### src/rtl/trng_pkg.sv
// Shared definitions for the TRNG front end: register offsets, CTRL/STATUS bit positions,
// and the collector state encoding.
// Imported by the top-level; it holds no logic of its own.
package trng_pkg;

  // Byte offsets from BASE.
  localparam logic [31:0] OFF_DATA   = 32'h0;
  localparam logic [31:0] OFF_STATUS = 32'h4;
  localparam logic [31:0] OFF_CTRL   = 32'h8;

  // CTRL write bits.
  localparam int CTRL_EN    = 0;  // collector enable (also the only readable CTRL bit)
  localparam int CTRL_CLR   = 1;  // clear fault, uflow and repetition counter
  localparam int CTRL_FLUSH = 2;  // drop every buffered word

  // STATUS layout: [11:4] word count, [3] uflow, [2] fault, [1] busy, [0] empty.
  localparam int STAT_EMPTY     = 0;
  localparam int STAT_BUSY      = 1;
  localparam int STAT_FAULT     = 2;
  localparam int STAT_UFLOW     = 3;
  localparam int STAT_COUNT_LSB = 4;

  typedef enum logic {
    CS_IDLE    = 1'b0,
    CS_COLLECT = 1'b1
  } coll_state_t;

endpackage

### src/rtl/trng_fifo_io_if.sv
// Native SoC memory bus seen by the TRNG front end: request from the CPU side,
// a one-cycle completion pulse with read data from the peripheral side.
// The master drives the request and holds it until trngio_ready; the slave decodes and answers.
interface trng_fifo_io_if;
  logic        mem_valid;
  logic [31:0] mem_addr;
  logic [31:0] mem_wdata;
  logic [3:0]  mem_wstrb;
  logic        trngio_sel;
  logic        trngio_ready;
  logic [31:0] trngio_rdata;

  modport master (
    output mem_valid, mem_addr, mem_wdata, mem_wstrb,
    input  trngio_sel, trngio_ready, trngio_rdata
  );

  modport slave (
    input  mem_valid, mem_addr, mem_wdata, mem_wstrb,
    output trngio_sel, trngio_ready, trngio_rdata
  );
endinterface

### src/rtl/trng_word_fifo.sv
// Synchronous word FIFO with push, pop and flush; head is shown combinationally.
// Latency: a pushed word is visible at the head on the cycle after the push.
// Backpressure: push while full is dropped unless a pop frees a slot in the same cycle; flush wins over push.
module trng_word_fifo #(
  parameter int WIDTH = 8,
  parameter int DEPTH = 4
) (
  input  logic                           clk,
  input  logic                           resetn,
  input  logic                           i_push,
  input  logic [WIDTH-1:0]               i_dat,
  input  logic                           i_pop,
  input  logic                           i_flush,
  output logic [WIDTH-1:0]               o_head,
  output logic [$clog2(DEPTH+1)-1:0]     o_count,
  output logic                           o_full,
  output logic                           o_empty
);

  localparam int PTR_W = (DEPTH > 1) ? $clog2(DEPTH) : 1;
  localparam int CNT_W = $clog2(DEPTH+1);

  logic [WIDTH-1:0] r_mem [DEPTH];
  logic [PTR_W-1:0] r_wr_ptr;
  logic [PTR_W-1:0] r_rd_ptr;
  logic [CNT_W-1:0] r_count;
  logic             w_push;
  logic             w_pop;

  assign o_full  = (r_count == CNT_W'(DEPTH));
  assign o_empty = (r_count == '0);
  assign o_count = r_count;
  assign o_head  = r_mem[r_rd_ptr];
  assign w_push  = i_push && (!o_full || i_pop) && !i_flush;
  assign w_pop   = i_pop && !o_empty && !i_flush;

  // Storage array; contents need no reset because count gates every read.
  always_ff @(posedge clk) begin
    if (w_push) begin
      r_mem[r_wr_ptr] <= i_dat;
    end
  end

  // Pointers wrap naturally since DEPTH is a power of two; count tracks occupancy.
  always_ff @(posedge clk or negedge resetn) begin
    if (!resetn) begin
      r_wr_ptr <= '0;
      r_rd_ptr <= '0;
      r_count  <= '0;
    end else if (i_flush) begin
      r_wr_ptr <= '0;
      r_rd_ptr <= '0;
      r_count  <= '0;
    end else begin
      if (w_push) begin
        r_wr_ptr <= r_wr_ptr + PTR_W'(1);
      end
      if (w_pop) begin
        r_rd_ptr <= r_rd_ptr + PTR_W'(1);
      end
      case ({w_push, w_pop})
        2'b10:   r_count <= r_count + CNT_W'(1);
        2'b01:   r_count <= r_count - CNT_W'(1);
        default: r_count <= r_count;
      endcase
    end
  end

endmodule

### src/rtl/trng_fifo_io.sv
// Memory-mapped TRNG front end: serial bits -> WIDTH-bit words with repetition health test, buffered for DATA reads.
// Latency: register accesses complete one cycle after select; a DATA read on an empty FIFO waits for the next word.
// Backpressure: one transaction outstanding, none accepted while ready is high; collector pauses when the FIFO is full.
module trng_fifo_io
  import trng_pkg::*;
#(
  parameter logic [31:0] BASE      = 32'h0300_0000,
  parameter int          WIDTH     = 8,
  parameter int          DEPTH     = 4,
  parameter int          REP_LIMIT = 16
) (
  input  logic                 clk,
  input  logic                 resetn,
  trng_fifo_io_if.slave        bus,
  input  logic                 trng_bit,
  output logic                 trng_req
);

  localparam int CNT_W = $clog2(DEPTH+1);
  localparam int BIT_W = $clog2(WIDTH+1);

  coll_state_t      r_state;
  coll_state_t      w_state_next;
  logic [WIDTH-1:0] r_shift;
  logic [BIT_W-1:0] r_bitcnt;
  logic [7:0]       r_rep;
  logic             r_last;
  logic             r_en;
  logic             r_fault;
  logic             r_uflow;
  logic             r_ready;
  logic [31:0]      r_rdata;
  logic             r_stall;

  logic             w_hit_data, w_hit_status, w_hit_ctrl;
  logic             w_accept, w_is_wr, w_ctrl_wr, w_data_rd;
  logic             w_en_eff, w_fault_eff, w_clr, w_flush;
  logic             w_coll_active;
  logic             w_sample, w_last_bit, w_trip, w_word_done;
  logic [WIDTH-1:0] w_word;
  logic [7:0]       w_rep_next;
  logic             w_bypass, w_push, w_pop, w_uflow_evt;
  logic [WIDTH-1:0] w_fifo_head;
  logic [CNT_W-1:0] w_fifo_count;
  logic             w_fifo_full, w_fifo_empty;
  logic [31:0]      w_status;
  logic             w_unused_ok;

  // Address decode and transaction acceptance.
  assign w_hit_data     = (bus.mem_addr == BASE + OFF_DATA);
  assign w_hit_status   = (bus.mem_addr == BASE + OFF_STATUS);
  assign w_hit_ctrl     = (bus.mem_addr == BASE + OFF_CTRL);
  assign bus.trngio_sel = bus.mem_valid && (w_hit_data || w_hit_status || w_hit_ctrl);
  assign w_accept       = bus.trngio_sel && !r_ready && !r_stall;
  assign w_is_wr        = |bus.mem_wstrb;
  assign w_ctrl_wr      = w_accept && w_is_wr && w_hit_ctrl;
  assign w_data_rd      = w_accept && !w_is_wr && w_hit_data;

  // A CTRL write takes effect on its own accepting edge, so the collector sees the new values now.
  assign w_en_eff      = w_ctrl_wr ? bus.mem_wdata[CTRL_EN] : r_en;
  assign w_clr         = w_ctrl_wr && bus.mem_wdata[CTRL_CLR];
  assign w_flush       = w_ctrl_wr && bus.mem_wdata[CTRL_FLUSH];
  assign w_fault_eff   = r_fault && !w_clr;
  assign w_coll_active = r_en && !r_fault;

  // Collector datapath: first sampled bit ends up as the word MSB.
  assign w_sample    = (r_state == CS_COLLECT);
  assign w_word      = WIDTH'({r_shift, trng_bit});
  assign w_last_bit  = (r_bitcnt == BIT_W'(WIDTH-1));
  assign w_rep_next  = ((r_rep != 8'd0) && (trng_bit == r_last)) ? r_rep + 8'd1 : 8'd1;
  assign w_trip      = w_sample && (w_rep_next >= 8'(REP_LIMIT));
  assign w_word_done = w_sample && w_last_bit && !w_trip && w_en_eff;

  // A completed word goes straight to a waiting DATA read instead of into the FIFO.
  assign w_bypass    = w_word_done && (r_stall || (w_data_rd && w_fifo_empty));
  assign w_push      = w_word_done && !w_bypass;
  assign w_pop       = w_data_rd && !w_fifo_empty;
  assign w_uflow_evt = !w_bypass && !w_coll_active &&
                       (r_stall || (w_data_rd && w_fifo_empty));

  assign trng_req         = (r_state == CS_COLLECT);
  assign bus.trngio_ready = r_ready;
  assign bus.trngio_rdata = r_rdata;
  assign w_unused_ok      = &{1'b0, bus.mem_wdata[31:3]};

  trng_word_fifo #(
    .WIDTH (WIDTH),
    .DEPTH (DEPTH)
  ) u_fifo (
    .clk     (clk),
    .resetn  (resetn),
    .i_push  (w_push),
    .i_dat   (w_word),
    .i_pop   (w_pop),
    .i_flush (w_flush),
    .o_head  (w_fifo_head),
    .o_count (w_fifo_count),
    .o_full  (w_fifo_full),
    .o_empty (w_fifo_empty)
  );

  // Assemble the STATUS word from live flags and occupancy.
  always_comb begin
    w_status                          = '0;
    w_status[STAT_EMPTY]              = w_fifo_empty;
    w_status[STAT_BUSY]               = trng_req;
    w_status[STAT_FAULT]              = r_fault;
    w_status[STAT_UFLOW]              = r_uflow;
    w_status[STAT_COUNT_LSB +: 8]     = 8'(w_fifo_count);
  end

  // Collector next state: start when allowed and room exists, abort on disable or health trip.
  always_comb begin
    w_state_next = r_state;
    case (r_state)
      CS_IDLE: begin
        if (w_en_eff && !w_fault_eff && (!w_fifo_full || w_pop || w_flush)) begin
          w_state_next = CS_COLLECT;
        end
      end
      CS_COLLECT: begin
        if (!w_en_eff || w_trip) begin
          w_state_next = CS_IDLE;
        end else if (w_last_bit) begin
          // The just-finished word is counted, so a full FIFO stops collection without a gap cycle.
          if (w_flush || (w_fifo_count + CNT_W'(w_push) - CNT_W'(w_pop) < CNT_W'(DEPTH))) begin
            w_state_next = CS_COLLECT;
          end else begin
            w_state_next = CS_IDLE;
          end
        end
      end
      default: w_state_next = CS_IDLE;
    endcase
  end

  // Collector state register.
  always_ff @(posedge clk or negedge resetn) begin
    if (!resetn) begin
      r_state <= CS_IDLE;
    end else begin
      r_state <= w_state_next;
    end
  end

  // Shift register, bit counter and repetition counter; leaving COLLECT discards any partial word.
  always_ff @(posedge clk or negedge resetn) begin
    if (!resetn) begin
      r_shift  <= '0;
      r_bitcnt <= '0;
      r_rep    <= '0;
      r_last   <= 1'b0;
    end else begin
      if (w_state_next == CS_IDLE) begin
        r_bitcnt <= '0;
        r_rep    <= '0;
      end else if (w_sample) begin
        r_shift  <= w_word;
        r_bitcnt <= w_last_bit ? '0 : r_bitcnt + BIT_W'(1);
        r_rep    <= w_rep_next;
        r_last   <= trng_bit;
      end
      if (w_clr) begin
        r_rep <= '0;
      end
    end
  end

  // Control and sticky status flags.
  always_ff @(posedge clk or negedge resetn) begin
    if (!resetn) begin
      r_en    <= 1'b1;
      r_fault <= 1'b0;
      r_uflow <= 1'b0;
    end else begin
      if (w_ctrl_wr) begin
        r_en <= bus.mem_wdata[CTRL_EN];
      end
      if (w_clr) begin
        r_fault <= 1'b0;
      end else if (w_trip) begin
        r_fault <= 1'b1;
      end
      if (w_clr) begin
        r_uflow <= 1'b0;
      end else if (w_uflow_evt) begin
        r_uflow <= 1'b1;
      end
    end
  end

  // Bus response: one-cycle ready pulse, or hold a DATA read until a word arrives or collection stops.
  always_ff @(posedge clk or negedge resetn) begin
    if (!resetn) begin
      r_ready <= 1'b0;
      r_rdata <= '0;
      r_stall <= 1'b0;
    end else begin
      r_ready <= 1'b0;
      r_rdata <= '0;
      if (r_stall) begin
        if (w_bypass) begin
          r_ready <= 1'b1;
          r_rdata <= 32'(w_word);
          r_stall <= 1'b0;
        end else if (!w_coll_active) begin
          r_ready <= 1'b1;
          r_stall <= 1'b0;
        end
      end else if (w_accept) begin
        if (w_is_wr) begin
          r_ready <= 1'b1;
        end else if (w_hit_status) begin
          r_ready <= 1'b1;
          r_rdata <= w_status;
        end else if (w_hit_ctrl) begin
          r_ready <= 1'b1;
          r_rdata <= {31'b0, r_en};
        end else if (!w_fifo_empty) begin
          r_ready <= 1'b1;
          r_rdata <= 32'(w_fifo_head);
        end else if (w_bypass) begin
          r_ready <= 1'b1;
          r_rdata <= 32'(w_word);
        end else if (w_coll_active) begin
          r_stall <= 1'b1;
        end else begin
          r_ready <= 1'b1;
        end
      end
    end
  end

endmodule

### src/flat_wrapper.sv
// flat-port wrapper written by rule: the top's interface ports become plain ports
module trng_fifo_io_flat import trng_pkg::*;
#(
  parameter logic [31:0] BASE      = 32'h0300_0000,
  parameter int          WIDTH     = 8,
  parameter int          DEPTH     = 4,
  parameter int          REP_LIMIT = 16
)
  (clk, resetn, trng_bit, trng_req, bus_mem_valid, bus_mem_addr, bus_mem_wdata, bus_mem_wstrb, bus_trngio_sel, bus_trngio_ready, bus_trngio_rdata);
  trng_fifo_io_if bus_i ();
  input  logic clk;
  input  logic resetn;
  input  logic trng_bit;
  output logic trng_req;
  input wire logic [$bits(bus_i.mem_valid)-1:0] bus_mem_valid;
  input wire logic [$bits(bus_i.mem_addr)-1:0] bus_mem_addr;
  input wire logic [$bits(bus_i.mem_wdata)-1:0] bus_mem_wdata;
  input wire logic [$bits(bus_i.mem_wstrb)-1:0] bus_mem_wstrb;
  output wire logic [$bits(bus_i.trngio_sel)-1:0] bus_trngio_sel;
  output wire logic [$bits(bus_i.trngio_ready)-1:0] bus_trngio_ready;
  output wire logic [$bits(bus_i.trngio_rdata)-1:0] bus_trngio_rdata;
  assign bus_i.mem_valid = bus_mem_valid;
  assign bus_i.mem_addr = bus_mem_addr;
  assign bus_i.mem_wdata = bus_mem_wdata;
  assign bus_i.mem_wstrb = bus_mem_wstrb;
  assign bus_trngio_sel = bus_i.trngio_sel;
  assign bus_trngio_ready = bus_i.trngio_ready;
  assign bus_trngio_rdata = bus_i.trngio_rdata;
  trng_fifo_io #(.BASE(BASE), .WIDTH(WIDTH), .DEPTH(DEPTH), .REP_LIMIT(REP_LIMIT)) u_core (.clk(clk), .resetn(resetn), .bus(bus_i), .trng_bit(trng_bit), .trng_req(trng_req));
endmodule
### config.mk
export PLATFORM = sky130hd
export DESIGN_NAME = trng_fifo_io_flat
export DESIGN_NICKNAME = d
export VERILOG_FILES = /design/src/rtl/trng_pkg.sv /design/src/rtl/trng_fifo_io_if.sv /design/src/rtl/trng_word_fifo.sv /design/src/rtl/trng_fifo_io.sv /design/src/flat_wrapper.sv
export SDC_FILE = /design/constraint.sdc
export NUM_CORES = 1
export LEC_CHECK = 0
export BUFFER_PORTS_ARGS = -buffer_cell sky130_fd_sc_hd__clkbuf_2
export CAP_MARGIN = 10
export CORE_MARGIN = 4
export CORE_UTILIZATION = 40
export DETAILED_ROUTE_END_ITERATION = 7
export GPL_TIMING_DRIVEN = 0
export MAX_ROUTING_LAYER = met4
export PLACE_DENSITY = 0.63
export SLEW_MARGIN = 20
export SYNTH_ARGS = -nofsm -noshare
export SYNTH_HDL_FRONTEND = slang
export SYNTH_HIERARCHICAL = 1
export SYNTH_SLANG_ARGS = --single-unit
export TNS_END_PERCENT = 20
### constraint.sdc
create_clock -name clk -period 7.64 [get_ports clk]
set_input_delay 1.528 -clock clk [delete_from_list [all_inputs] [get_ports clk]]
set_output_delay 1.528 -clock clk [all_outputs]
set_load 0.005 [all_outputs]
==> results.md, run 1 <==
Status:
- The flow ran to the end, and the final reports show no timing, DRC or antenna violations.

Placement:
- Routability-driven placement finished with a final weighted congestion of 0.8397.
- The pre-CTS worst setup slack is 2051 ps.
- After legalization and detailed placement, the total HPWL measured 6298 um.
- The count of buffers added on input and output ports is 53.
- The number of cells in the design after placement is 549.

Timing:
- The clock skew after layout is 10.88 ps.
- The final setup TNS is 0 ps.
- The transition at the pin with the smallest max-transition slack is 954.2 ps.
- Setup violations remaining at the end of the flow were counted as 0.
- The worst path needs 5275 ps of the cycle, external delays included.
- The share of the clock period used by the worst path after layout is 0.6905.
- The number of slew-limit violations in the final report is 0.
- Setup repair after global routing left no endpoint under its margin.
- The hold violation count in the final report was 0.
- Setup slack closes at 2365 ps.
- Derived from the worst setup path, the maximum achievable clock frequency is 0.1896 GHz.
- The worst-case headroom to the max-slew limit is 0.3639.

Synth:
- Counting flops with an async set or reset pin after synthesis yields a share of 0.5556.
- Averaged over all synthesized cells, the footprint is 11.66 um^2.
- The synthesized instance count is 340.
- The flip-flop cell with the highest count after synthesis is sky130_fd_sc_hd__dfrtp_1.
- The cell with the most instances after synthesis is sky130_fd_sc_hd__dfrtp_1.
- The summed instance area of the synthesized netlist is 3964 um^2.
- The netlist uses 67 different library cells.
- Counting instances in the post-synthesis netlist gives the leading cell types as sky130_fd_sc_hd__dfrtp_1, sky130_fd_sc_hd__edfxtp_1, sky130_fd_sc_hd__buf_4.
- Sorting the synthesized cells by area gives the leading types as sky130_fd_sc_hd__dfrtp_1, sky130_fd_sc_hd__edfxtp_1, sky130_fd_sc_hd__buf_4, sky130_fd_sc_hd__mux4_2, sky130_fd_sc_hd__ha_1.
- The register bit total from synthesis is 72.
- The number of warnings printed during yosys synthesis is 6.
- The biggest area consumer among synthesized cells is sky130_fd_sc_hd__dfrtp_1.
- The share of the synthesized area in the top cell type is 0.2462.
- The number of flops mapped to enable cells by yosys is 32.
- The sequential cell area fraction in the yosys report is 0.4953.

Route:
- After detailed routing, the average wire length per cell comes to 15.36 um.
- After detailed routing, the number of vias per cell comes to 5.051.
- After detailed routing, the number of remaining DRC violations is 0.
- The pre-antenna-repair detailed-routing pass consisted of 4 iterations.
- The final antenna-violating net count is 0.
- Summed over all layers, the routed wires come to 8679 um.
- The number of DRC violations after detailed-routing iteration 0 is 135.
- The number of vias in the routed layout is 2,854.

Clocking:
- Hold repair after CTS inserted 0 buffers.
- Counting the buffers created by CTS gives 9.
- The cell sitting at the root of the clock tree is a sky130_fd_sc_hd__clkbuf_8.
- TritonCTS built the clock tree.
- The depth of the CTS H-tree is 3.
- In this run the post-CTS setup repair buffer count came out at 0.
- The number of cells upsized or downsized after cts is 0.
- The register clock-pin slew on the reported worst setup and hold paths is 80 ps.
- The buffer depth of the longest clock path is 2.
- The tree built by TritonCTS fans out to 72 sinks.
- The later-pin clock latency in the skew report is 350 ps.

Setup path:
- The critical setup path kind is input port to flip-flop.
- The largest single stage delay on the critical path is 880 ps.
- For the worst setup path, the data required time is 7870 ps.
- The worst setup path is launched from an input port.
- Of all nets on the critical path, the largest fanout is 10.
- Data arrives at the worst endpoint at 5510 ps.
- The critical path goes through clkbuf_2, nor4_2, nand4_1, nor4_2, ha_1, inv_1, ha_1, nand3b_1, nor4_1, nor3_1, o41ai_4, buf_6, nor2_1, a211o_1.
- The critical path's top delay family is simple AND/OR/NAND/NOR gates.
- STA classifies the critical path endpoint as a flip-flop.
- Counting both buffers and inverters, the worst setup path holds a total of 3.
- The library cell contributing the largest single delay on the critical path is sky130_fd_sc_hd__nor4_2.

GRT:
- The via count of the first global-routing pass was 2,755.
- The first-pass GRT wire length is 13,900 um.
- The initial antenna violation count is 0.
- The total overflow reported by the global router is 0.
- In the global route stage, overall resource usage came out at 0.1591.
- The pin count of the biggest net entering global routing is 41.

Finish:
- Of the cells placed in the final design, the portion with a size suffix greater than 1 is 0.3287.
- The antenna diode count is 0.
- The signed area change from the synthesized netlist to the final layout is 17.77%.
- The filler cells instantiated in the layout total 893.
- The final layout contains 509 nets.
- Once layout is complete, the cells apart from fillers number 565.

Power:
- The portion of total power attributed to combinational logic is 0.053.
- The leakage component of the power is 0.002078 uW.
- The total design power is 715.2 uW.
- Dividing total power by cell area gives a power density of 153.2 nW/um^2.
- The total net switching power is 173.8 uW.
- The fraction of power spent switching nets is 0.2430.
- The internal portion of total power is 541.4 uW.
- The worst-case IR drop observed on VDD is 0.00008226 V.
- The part of the power in registers is 0.562.
- Of the total power, the clock network draws 0.385.

Floorplanning:
- The floorplan step defined a die boundary enclosing 11,570 um^2.
- The total area inside the core boundary comes to 9729 um^2.
- The horizontal die dimension is 107.5 um.
- The count of standard-cell rows is 36.
- The number of I/O pins is 107.
- For this configuration, the core starts out at a cell density of 0.4074.
- The overall die height is 107.5 um.

Worst hold path:
- The min-delay analysis places its worst path in the category flip-flop to flip-flop.

Run:
- The tool flagged a number of max-cap violations equal to 0.
cell type report:
| cell class | instances | area, um^2 | share of cell area |
|---|---|---|---|
| Buffer | 38 | 274.0 | 0.05870 |
| Clock buffer | 9 | 123.9 | 0.02653 |
| Clock inverter | 7 | 56.30 | 0.01206 |
| Inverter | 20 | 75.07 | 0.01608 |
| Multi-Input combinational cell | 233 | 1744 | 0.3736 |
| Sequential cell | 72 | 1963 | 0.4205 |
| Tap cell | 133 | 166.4 | 0.03565 |
| Timing Repair Buffer | 53 | 265.3 | 0.05682 |
metrics by stage:
step	utilization	hold slack [ps]	area (um^2)
6_report	0.4798	529.9	4668
5_1_grt	0.4798	567.2	4668
4_1_cts	0.4798	528.9	4668
3_5_place_dp	0.4613	511.2	4488
3_3_place_gp	0.4606	497.4	4482
2_1_floorplan	-	463.4	4050
sequential cells by signal (all words and copies together), names as in the netlist:
| signal | flops |
|---|---|
| u_core/bus.trngio_rdata | 8 |
| u_core/bus.trngio_ready | 1 |
| u_core/r_bitcnt | 4 |
| u_core/r_en | 1 |
| u_core/r_fault | 1 |
| u_core/r_rep | 8 |
| u_core/r_shift | 7 |
| u_core/r_stall | 1 |
| u_core/r_uflow | 1 |
| u_core/trng_req | 1 |
| u_core/u_fifo/o_count | 3 |
| u_core/u_fifo/r_mem | 32 |
| u_core/u_fifo/r_rd_ptr | 2 |
| u_core/u_fifo/r_wr_ptr | 2 |
tightest hold or removal path, cell delays in order (launching register included):
cell and delay [ps]:
sky130_fd_sc_hd__dfrtp_1 370, sky130_fd_sc_hd__nand2_1 60, sky130_fd_sc_hd__o21ai_0 70
cell usage in the layout (no fill, tap or decap), types with 5 or more instances in the layout:
cell type / netlist / layout
sky130_fd_sc_hd__and2_1: 7 / 7
sky130_fd_sc_hd__edfxtp_1: 32 / 32
sky130_fd_sc_hd__nand3_1: 6 / 6
sky130_fd_sc_hd__inv_1: 20 / 20
sky130_fd_sc_hd__clkbuf_8: 0 / 9
sky130_fd_sc_hd__nor4_1: 6 / 5
sky130_fd_sc_hd__mux4_2: 8 / 8
sky130_fd_sc_hd__buf_4: 26 / 26
sky130_fd_sc_hd__o21ai_0: 6 / 6
sky130_fd_sc_hd__dfrtp_1: 39 / 39
sky130_fd_sc_hd__nor4_2: 4 / 5
sky130_fd_sc_hd__nor2_1: 22 / 22
sky130_fd_sc_hd__a31oi_1: 8 / 8
sky130_fd_sc_hd__a21oi_1: 11 / 11
sky130_fd_sc_hd__clkbuf_2: 0 / 52
sky130_fd_sc_hd__nand2b_1: 7 / 7
sky130_fd_sc_hd__nand2_1: 23 / 23
sky130_fd_sc_hd__a22o_1: 5 / 5
sky130_fd_sc_hd__nor3_1: 9 / 9
sky130_fd_sc_hd__conb_1: 1 / 24
sky130_fd_sc_hd__xor2_1: 5 / 5
sky130_fd_sc_hd__ha_1: 9 / 9
logic make-up after synthesis:
| family | Yosys count | synth area share |
|---|---|---|
| compound gates | 62 | 0.1177 |
| xor+xnor | 7 | 0.01547 |
| fa+ha+maj | 10 | 0.03346 |
| buf+inv | 58 | 0.08806 |
| flops | 72 | 0.4953 |
| mux | 17 | 0.07449 |
| other cells | 1 | 0.0009461 |
| simple gates | 113 | 0.1746 |
path summary, 6_finish.rpt:
| kind | depth (start not counted) | endpoint | startpoint | slack, ps |
|---|---|---|---|---|
| min in group asynchronous | 1 | u_core/r_rep[5]$_DFFE_PN0P_ | resetn | 1330 |
| hold reg to reg | 2 | u_core/r_bitcnt[1]$_DFFE_PN0P_ | u_core/r_bitcnt[1]$_DFFE_PN0P_ | 530 |
| hold / removal | 2 | u_core/r_bitcnt[1]$_DFFE_PN0P_ | u_core/r_bitcnt[1]$_DFFE_PN0P_ | 530 |
| setup reg to reg | 15 | u_core/r_bitcnt[3]$_DFFE_PN0P_ | u_core/u_fifo/o_count[0]$_DFFE_PN0P_ | 3400 |
| max in group asynchronous | 1 | u_core/bus.trngio_rdata[7]$_DFF_PN0_ | resetn | 5720 |
| setup / recovery | 14 | u_core/r_bitcnt[3]$_DFFE_PN0P_ | bus_mem_addr[6] | 2360 |
per-layer routing:
layer	up-vias	part of all wire	global-route usage	routed length, um
li1	1387	-	-	-
met2	98	0.47	0.2478	4091
met1	1363	0.45	0.2054	3904
met5	-	0	-	0
met3	6	0.066	0.03479	577
met4	0	0.012	0.05861	106
power groups by stage:
| stage | Combinational, uW | Clock, uW | Sequential (uW) |
|---|---|---|---|
| 2_1_floorplan | 18.1 | 0 | 410 |
| 6_report | 38.2 | 275 | 402 |
| 5_1_grt | 42.4 | 304 | 402 |
| 3_5_place_dp | 37.9 | 0 | 410 |
| 4_1_cts | 38.1 | 286 | 402 |
| 3_3_place_gp | 37.3 | 0 | 410 |
No activity file was read; power rests on OpenSTA's default activity.
==> inputs of run 2 (changes only) <==
--- a/config.mk
+++ b/config.mk
@@ -12,7 +12,7 @@
 export DETAILED_ROUTE_END_ITERATION = 7
 export GPL_TIMING_DRIVEN = 0
 export MAX_ROUTING_LAYER = met4
-export PLACE_DENSITY = 0.63
+export PLACE_DENSITY = 0.65
 export SLEW_MARGIN = 20
 export SYNTH_ARGS = -nofsm -noshare
 export SYNTH_HDL_FRONTEND = slang
==> constraint.sdc (replaced) <==
create_clock -name clk -period 4.3 [get_ports clk]
set_input_delay 0.86 -clock clk [delete_from_list [all_inputs] [get_ports clk]]
set_output_delay 0.86 -clock clk [all_outputs]
set_load 0.005 [all_outputs]
==> results.md, run 2 (synthesis gave the netlist of run 1 again) <==
Finish:
- The most common cell after layout, fill and taps aside is sky130_fd_sc_hd__clkbuf_2 (unchanged).
- The post-route core utilization is 0.4815 (was 0.4798).
- The signed area change from the synthesized netlist to the final layout is 18.18% (was 17.77%).
- Commonest cells after routing, fill and taps aside: sky130_fd_sc_hd__clkbuf_2, sky130_fd_sc_hd__dfrtp_1, sky130_fd_sc_hd__edfxtp_1 (unchanged).
- The multi-input combinational cell area is 1753 um^2 (was 1744 um^2).
- The share of post-route cells with drive strength above 1 is 0.3318 (was 0.3287).
- The register with the highest flop count is u_core/u_fifo/r_mem (unchanged).
- The antenna diode count is 0 (unchanged).
- The count of nets after finishing was 511 (was 509).
- The layout filler cell count was 906 (was 893).
- The final instance count without filler cells is 567 (was 565).
- The flip-flop count of the largest register after layout is 32 (unchanged).
- The flip-flop and latch area is 1963 um^2 (unchanged).

Placement:
- The port buffer count was 53 (unchanged).
- The detailed-placement wirelength estimate is 6243 um (was 6298 um).
- The pre-CTS worst setup slack is -664.8 ps (was 2051 ps).
- The number of cells in the design after placement is 549 (unchanged).
- The global placer's final weighted congestion came to 0.8121 (was 0.8397).

Floorplanning:
- The number of I/O pins is 107 (unchanged).
- The overall die height is 107.5 um (unchanged).
- The core region area is 9729 um^2 (unchanged).
- The area enclosed by the die boundary is 11,570 um^2 (unchanged).
- The horizontal die dimension came to 107.5 um (unchanged).
- The initial core utilization is 0.4074 (unchanged).
- The count of standard-cell rows came to 36 (unchanged).

Timing:
- Setup repair after global routing missed its margin: no (unchanged).
- The final setup TNS came to 0 ps (unchanged).
- The clock skew after layout was 6.150 ps (was 10.88 ps).
- The minimum period implied by the final worst setup slack is 3993 ps.
- The number of slew-limit violations in the final report is 0 (unchanged).
- Based on the critical path, the design can be clocked at up to 0.2504 GHz.
- The hold violation count in the final report is 0 (unchanged).
- The worst setup slack after layout is 306.5 ps (was 2365 ps).
- The final number of setup-violating endpoints is 0 (unchanged).
- The worst-case headroom to the max-slew limit is 0.3727 (was 0.3639).
- The transition at the pin with the smallest max-transition slack is 933.7 ps (was 954.2 ps).
- The share of the clock period used by the worst path after layout is 0.9287.

Setup path:
- The required arrival time at the worst endpoint is 4580 ps (was 7870 ps).
- The worst-path maximum fanout is 7 (was 10).
- The nature of the critical path endpoint is a flip-flop (unchanged).
- The critical setup path kind is input port to flip-flop (unchanged).
- The maximum cell stage delay along the critical path is 630 ps (was 880 ps).
- The number of buffers and inverters on the critical path is 4 (was 3).
- The endpoint arrival time on the critical path is 4270 ps (was 5510 ps).
- The critical path's top delay family was simple AND/OR/NAND/NOR gates (unchanged).
- The element type at the critical path start was an input port (unchanged).
- The library cell contributing the largest single delay on the critical path is sky130_fd_sc_hd__nor4_4 (was sky130_fd_sc_hd__nor4_2).
- Worst path cell trace: clkbuf_2, nor4_2, nand4_1, nor4_4, ha_1, inv_1, ha_1, nand3b_1, nor4_1, o21a_1, o41ai_4, buf_4, buf_4, a211o_1, a21oi_1 (was clkbuf_2, nor4_2, nand4_1, nor4_2, ha_1, inv_1, ha_1, nand3b_1, nor4_1, nor3_1, o41ai_4, buf_6, nor2_1, a211o_1).

Power:
- The internal portion of total power was 958.0 uW (was 541.4 uW).
- The power density over cell area was 269.9 nW/um^2 (was 153.2 nW/um^2).
- The power share of the clock group is 0.381 (was 0.385).
- The fraction of power spent switching nets came to 0.2421 (was 0.2430).
- The worst vdd rail ir drop came to 0.0001458 V (was 0.00008226 V).
- The portion of total power attributed to combinational logic is 0.054 (was 0.053).
- The total net switching power is 306.1 uW (was 173.8 uW).
- The part of the power in registers is 0.565 (was 0.562).
- The leakage component of the power is 0.002091 uW (was 0.002078 uW).

GRT:
- The initial antenna violation count is 0 (unchanged).
- The overall track demand over capacity in global routing is 0.1583 (was 0.1591).
- The pin count of the biggest net entering global routing is 41 (unchanged).
- The total overflow reported by the global router is 0 (unchanged).
- The first-pass GRT wire length is 13,790 um (was 13,900 um).
- The via count of the first global-routing pass was 2,727 (was 2,755).

Route:
- The number of search-and-repair iterations in the first detailed-routing pass came to 4 (unchanged).
- The number of vias in the routed layout came to 2,825 (was 2,854).
- The average detailed-routed wire length per instance came to 15.11 um (was 15.36 um).
- The average vias per placed instance is 4.982 (was 5.051).
- The final antenna-violating net count is 0 (unchanged).
- The number of DRC violations after detailed-routing iteration 0 is 114 (was 135).
- The routed wire length is 8566 um (was 8679 um).
- The total DRC errors in the routed layout is 0 (unchanged).

Clocking:
- The buffer depth of the longest clock path is 2 (unchanged).
- The depth of the CTS H-tree was 3 (unchanged).
- The CTS tree is yes (unchanged).
- The number of sinks on the clock net is 72 (unchanged).
- The register clock-pin slew on the reported worst setup and hold paths is 80 ps (about the same).
- The number of hold-repair buffers added at the cts stage is 0 (unchanged).
- The clock tree root buffer cell is sky130_fd_sc_hd__clkbuf_8 (unchanged).
- The later-pin clock latency in the skew report is 350 ps (about the same).
- The number of buffers created by CTS came to 9 (unchanged).

Run:
- The max-cap violation count is 0 (unchanged).

Status:
- Result of the run: finished clean (unchanged).

Worst hold path:
- The path class of the lowest-slack min-delay path is flip-flop to flip-flop (unchanged).
run 2: routing by layer:
layer  global-route usage  part of all wire  up-vias
li1                     -                 -     1381
met1               0.1878              0.42     1331
met3              0.03959             0.067       13
met4              0.05410             0.020        0
met5                    -                 0        -
met2               0.2638              0.49      100
run 2: cell type report:
class                      count  area share
timing repair buffer          55     0.05983
inverter                      20     0.01603
buffer                        38     0.05849
clock inverter                 6    0.009615
tap                          133     0.03552
sequential                    72      0.4191
multi-input combinational    233      0.3742
clock buffer                  10     0.02724
run 2: repair_timing:
item                                    in CTS  in global routing
endpoints found under the setup margin      12                  0
buffers inserted                             2                  0
resized for setup                            1                  0
run 2: power by group through the flow:
stage	clock network, uW	registers (uW)	logic (uW)
2_1_floorplan	0	728	32.2
3_3_place_gp	0	728	66.0
3_5_place_dp	0	728	67.5
4_1_cts	495	714	67.9
5_1_grt	529	714	76.0
6_report	482	714	68.2
run 2: worst paths after layout:
check | start | endpoint | slack, ps | cells after the start
worst min-delay path | u_core/r_bitcnt[1]$_DFFE_PN0P_ | u_core/r_bitcnt[1]$_DFFE_PN0P_ | 520 | 2
min in group asynchronous | resetn | u_core/r_rep[5]$_DFFE_PN0P_ | 650 | 1
worst min register to register | u_core/r_bitcnt[1]$_DFFE_PN0P_ | u_core/r_bitcnt[1]$_DFFE_PN0P_ | 520 | 2
worst max register to register | u_core/u_fifo/o_count[0]$_DFFE_PN0P_ | u_core/r_rep[2]$_DFFE_PN0P_ | 630 | 16
worst max-delay path | bus_mem_addr[6] | u_core/r_rep[2]$_DFFE_PN0P_ | 310 | 15
max in group asynchronous | resetn | u_core/bus.trngio_rdata[5]$_DFF_PN0_ | 3080 | 1
run 2: metrics by stage:
step	cell area, um^2	power [uW]	hold WS, ps
3_3_place_gp	4482	794.4	493.8
5_1_grt	4684	1318	565.7
2_1_floorplan	4050	760.7	463.4
4_1_cts	4684	1276	521.0
3_5_place_dp	4488	795.9	504.0
6_report	4684	1264	518.0
run 2: tightest hold or removal path, stage by stage, from the launching register on:
cell	delay (ps)
sky130_fd_sc_hd__dfrtp_1	370
sky130_fd_sc_hd__nand2_1	50
sky130_fd_sc_hd__o21ai_0	60
==> inputs of run 3 (changes only) <==
--- a/config.mk
+++ b/config.mk
@@ -13,6 +13,7 @@
 export GPL_TIMING_DRIVEN = 0
 export MAX_ROUTING_LAYER = met4
 export PLACE_DENSITY = 0.65
+export RECOVER_POWER = 50
 export SLEW_MARGIN = 20
 export SYNTH_ARGS = -nofsm -noshare
 export SYNTH_HDL_FRONTEND = slang
==> results.md, run 3 (synthesis gave the netlist of run 1 again) <==
Setup path:
- The endpoint of the worst-slack reg-to-reg timing path is u_core/r_rep[2]$_DFFE_PN0P_ (unchanged).
- The nature of the critical path endpoint is a flip-flop (unchanged).
- The startpoint of the lowest-slack register-to-register path is u_core/u_fifo/o_count[0]$_DFFE_PN0P_ (unchanged).
- The element type at the critical path start is an input port (unchanged).
- The critical setup path kind is input port to flip-flop (unchanged).
- The endpoint arrival time on the critical path was 4270 ps (about the same).
- The worst-path maximum fanout was 7 (unchanged).
- The required arrival time at the worst endpoint is 4580 ps (about the same).
- The depth of the worst register-to-register path is 16 (unchanged).
- The register-to-register setup slack is 630 ps (about the same).

Route:
- The average detailed-routed wire length per instance is 15.08 um (was 15.11 um).
- The routed length on met3 is 635 um (was 571 um).
- The number of vias in the routed layout was 2,853 (was 2,825).
- The top layer used by detailed routing is met4 (unchanged).
- The number of search-and-repair iterations in the first detailed-routing pass is 4 (unchanged).
- The total DRC errors in the routed layout is 0 (unchanged).
- The average vias per placed instance is 5.032 (was 4.982).
- The routed wire length is 8549 um (was 8566 um).
- The final antenna-violating net count was 0 (unchanged).
- The detailed-route wire length on metal 1 is 3586 um (was 3635 um).
- The number of DRC violations after detailed-routing iteration 0 is 117 (was 114).
- The met2 routed wirelength is 4122 um (was 4188 um).

Clocking:
- The clock tree root buffer cell is sky130_fd_sc_hd__clkbuf_8 (unchanged).
- The CTS tree is yes (unchanged).
- The later-pin clock latency in the skew report is 350 ps (about the same).
- The number of sinks on the clock net was 72 (unchanged).
- The number of hold-repair buffers added at the cts stage came to 0 (unchanged).
- The number of buffers created by CTS is 9 (unchanged).
- The depth of the CTS H-tree was 3 (unchanged).
- The buffer depth of the longest clock path came to 2 (unchanged).
- The register clock-pin slew on the reported worst setup and hold paths came to 80 ps (about the same).

Timing:
- The worst hold slack is 518.0 ps (about the same).
- The share of the clock period used by the worst path after layout was 0.9280 (was 0.9287).
- The minimum period implied by the final worst setup slack is 3990 ps (was 3993 ps).
- The final number of setup-violating endpoints is 0 (unchanged).
- The worst-case headroom to the max-slew limit is -0.4907 (was 0.3727).
- The highest clock frequency the design can meet was 0.2506 GHz (was 0.2504 GHz).
- The transition at the pin with the smallest max-transition slack was 2236 ps (was 933.7 ps).
- The hold violation count in the final report is 0 (unchanged).
- Setup repair after global routing missed its margin: no (unchanged).
- The clock skew after layout came to 6.348 ps (was 6.150 ps).
- The number of slew-limit violations in the final report is 41 (was 0).
- The final setup TNS is 0 ps (unchanged).

Floorplanning:
- The overall die height is 107.5 um (unchanged).
- The area enclosed by the die boundary is 11,570 um^2 (unchanged).
- The count of standard-cell rows was 36 (unchanged).
- The initial core utilization is 0.4074 (unchanged).
- The horizontal die dimension is 107.5 um (unchanged).
- The core region area is 9729 um^2 (unchanged).
- The number of I/O pins is 107 (unchanged).

Power:
- The leakage component of the power is 0.002081 uW (was 0.002091 uW).
- The internal portion of total power was 957.8 uW (was 958.0 uW).
- The part of the power in registers is 0.566 (was 0.565).
- The worst vdd rail ir drop came to 0.0001443 V (was 0.0001458 V).
- The fraction of power spent switching nets is 0.2410 (was 0.2421).
- The portion of total power attributed to combinational logic is 0.054 (about the same).
- The total net switching power was 304.1 uW (was 306.1 uW).
- The power share of the clock group is 0.381 (about the same).
- The total design power is 1262 uW (was 1264 uW).
- The power density over cell area is 269.6 nW/um^2 (was 269.9 nW/um^2).

Status:
- The checks that failed: capacitance limit, slew limit.
- Result of the run: finished, violations left (was finished clean).

Run:
- The max-cap violation count is 1 (was 0).

Worst hold path:
- The number of cells on the worst hold path is 2 (unchanged).
- The worst hold endpoint was u_core/r_bitcnt[1]$_DFFE_PN0P_ (unchanged).
- The startpoint of the worst hold path is u_core/r_bitcnt[1]$_DFFE_PN0P_ (unchanged).
- The path class of the lowest-slack min-delay path is flip-flop to flip-flop (unchanged).

Placement:
- The area of placed instances was 4488 um^2 (unchanged).
- The global placer's final weighted congestion came to 0.8121 (unchanged).
- The detailed-placement wirelength estimate is 6243 um (unchanged).
- The port buffer count is 53 (unchanged).
- The number of cells in the design after placement is 549 (unchanged).

Finish:
- The register with the highest flop count is u_core/u_fifo/r_mem (unchanged).
- The antenna diode count is 0 (unchanged).
- The flip-flop count of the largest register after layout is 32 (unchanged).
- The flip-flop and latch area came to 1963 um^2 (unchanged).
- The share of post-route cells with drive strength above 1 is 0.3249 (was 0.3318).
- The multi-input combinational cell area is 1753 um^2 (unchanged).
- Commonest cells after routing, fill and taps aside: sky130_fd_sc_hd__clkbuf_2, sky130_fd_sc_hd__dfrtp_1, sky130_fd_sc_hd__edfxtp_1 (unchanged).
- The final instance count without filler cells is 567 (unchanged).
- The count of nets after finishing came to 511 (unchanged).
- The most common cell after layout, fill and taps aside is sky130_fd_sc_hd__clkbuf_2 (unchanged).
- The signed area change from the synthesized netlist to the final layout is 18.09% (was 18.18%).
- The area of all placed cells without fillers came to 4681 um^2 (was 4684 um^2).
- The layout filler cell count is 909 (was 906).

GRT:
- The initial antenna violation count is 0 (unchanged).
- The via count of the first global-routing pass came to 2,727 (unchanged).
- The total overflow reported by the global router came to 0 (unchanged).
- The overall track demand over capacity in global routing is 0.1583 (unchanged).
- The first-pass GRT wire length was 13,790 um (unchanged).
- The pin count of the biggest net entering global routing came to 41 (unchanged).
==> run 3: changes by cell type in the layout (fill, tap and decap cells not counted), sizes merged <==
cell	delta
buf	-1
clkbuf	+1
==> run 3: power groups by stage <==
stage                     sequential (uW)  combinational [uW]  clock (uW)
after floorplan                       728                32.2           0
after global placement                728                66.0           0
after detailed placement              728                67.5           0
after CTS                             714                67.9         495
after global routing                  714                75.6         529
final                                 714                67.9         480
==> run 3: worst max path at each step <==
stage	end	start	cells after the start	slack, ps
floorplan	u_core/r_bitcnt[3]$_DFFE_PN0P_	bus_mem_addr[13]	13	180
global placement	u_core/r_bitcnt[3]$_DFFE_PN0P_	bus_mem_addr[6]	14	-980
detailed placement	u_core/r_bitcnt[3]$_DFFE_PN0P_	bus_mem_addr[6]	14	-660
CTS	u_core/r_rep[2]$_DFFE_PN0P_	bus_mem_addr[6]	15	330
global route	u_core/r_rep[3]$_DFFE_PN0P_	bus_mem_addr[6]	15	70
finish	u_core/r_rep[2]$_DFFE_PN0P_	bus_mem_addr[6]	15	310
==> run 3: worst max-delay path: stages <==
cell and delay [ps]:
sky130_fd_sc_hd__clkbuf_2 90, sky130_fd_sc_hd__nor4_2 270, sky130_fd_sc_hd__nand4_1 370, sky130_fd_sc_hd__nor4_4 630, sky130_fd_sc_hd__ha_1 230, sky130_fd_sc_hd__inv_1 40, sky130_fd_sc_hd__ha_1 190, sky130_fd_sc_hd__nand3b_1 170
sky130_fd_sc_hd__nor4_1 350, sky130_fd_sc_hd__o21a_1 250, sky130_fd_sc_hd__o41ai_4 100, sky130_fd_sc_hd__buf_4 190, sky130_fd_sc_hd__buf_4 140, sky130_fd_sc_hd__a211o_1 250, sky130_fd_sc_hd__a21oi_1 130
==> run 3: timing repair <==
action / in CTS / in global routing
resized for setup: 1 / 0
setup buffers: 2 / 0
endpoints found under the setup margin: 12 / 0
==> run 3: routing by layer <==
metal	vias up	GRT usage
met2	111	0.2638
met4	0	0.05410
met3	17	0.03959
met5	-	-
met1	1343	0.1878
li1	1382	-
==> run 3: per-stage QoR <==
stage / setup slack, ps / util
6_report: 309.6 / 0.4811
5_1_grt: 65.31 / 0.4811
4_1_cts: 327.6 / 0.4815
3_5_place_dp: -664.8 / 0.4613
3_3_place_gp: -982.0 / 0.4606
2_1_floorplan: 179.6 / -
==> run 3: layout make-up <==
cell class / count / area share
buffer: 38 / 0.05854
sequential: 72 / 0.4194
clock inverter: 6 / 0.009623
inverter: 20 / 0.01604
timing repair buffer: 55 / 0.05908
clock buffer: 10 / 0.02727
multi-input combinational: 233 / 0.3745
tap: 133 / 0.03555
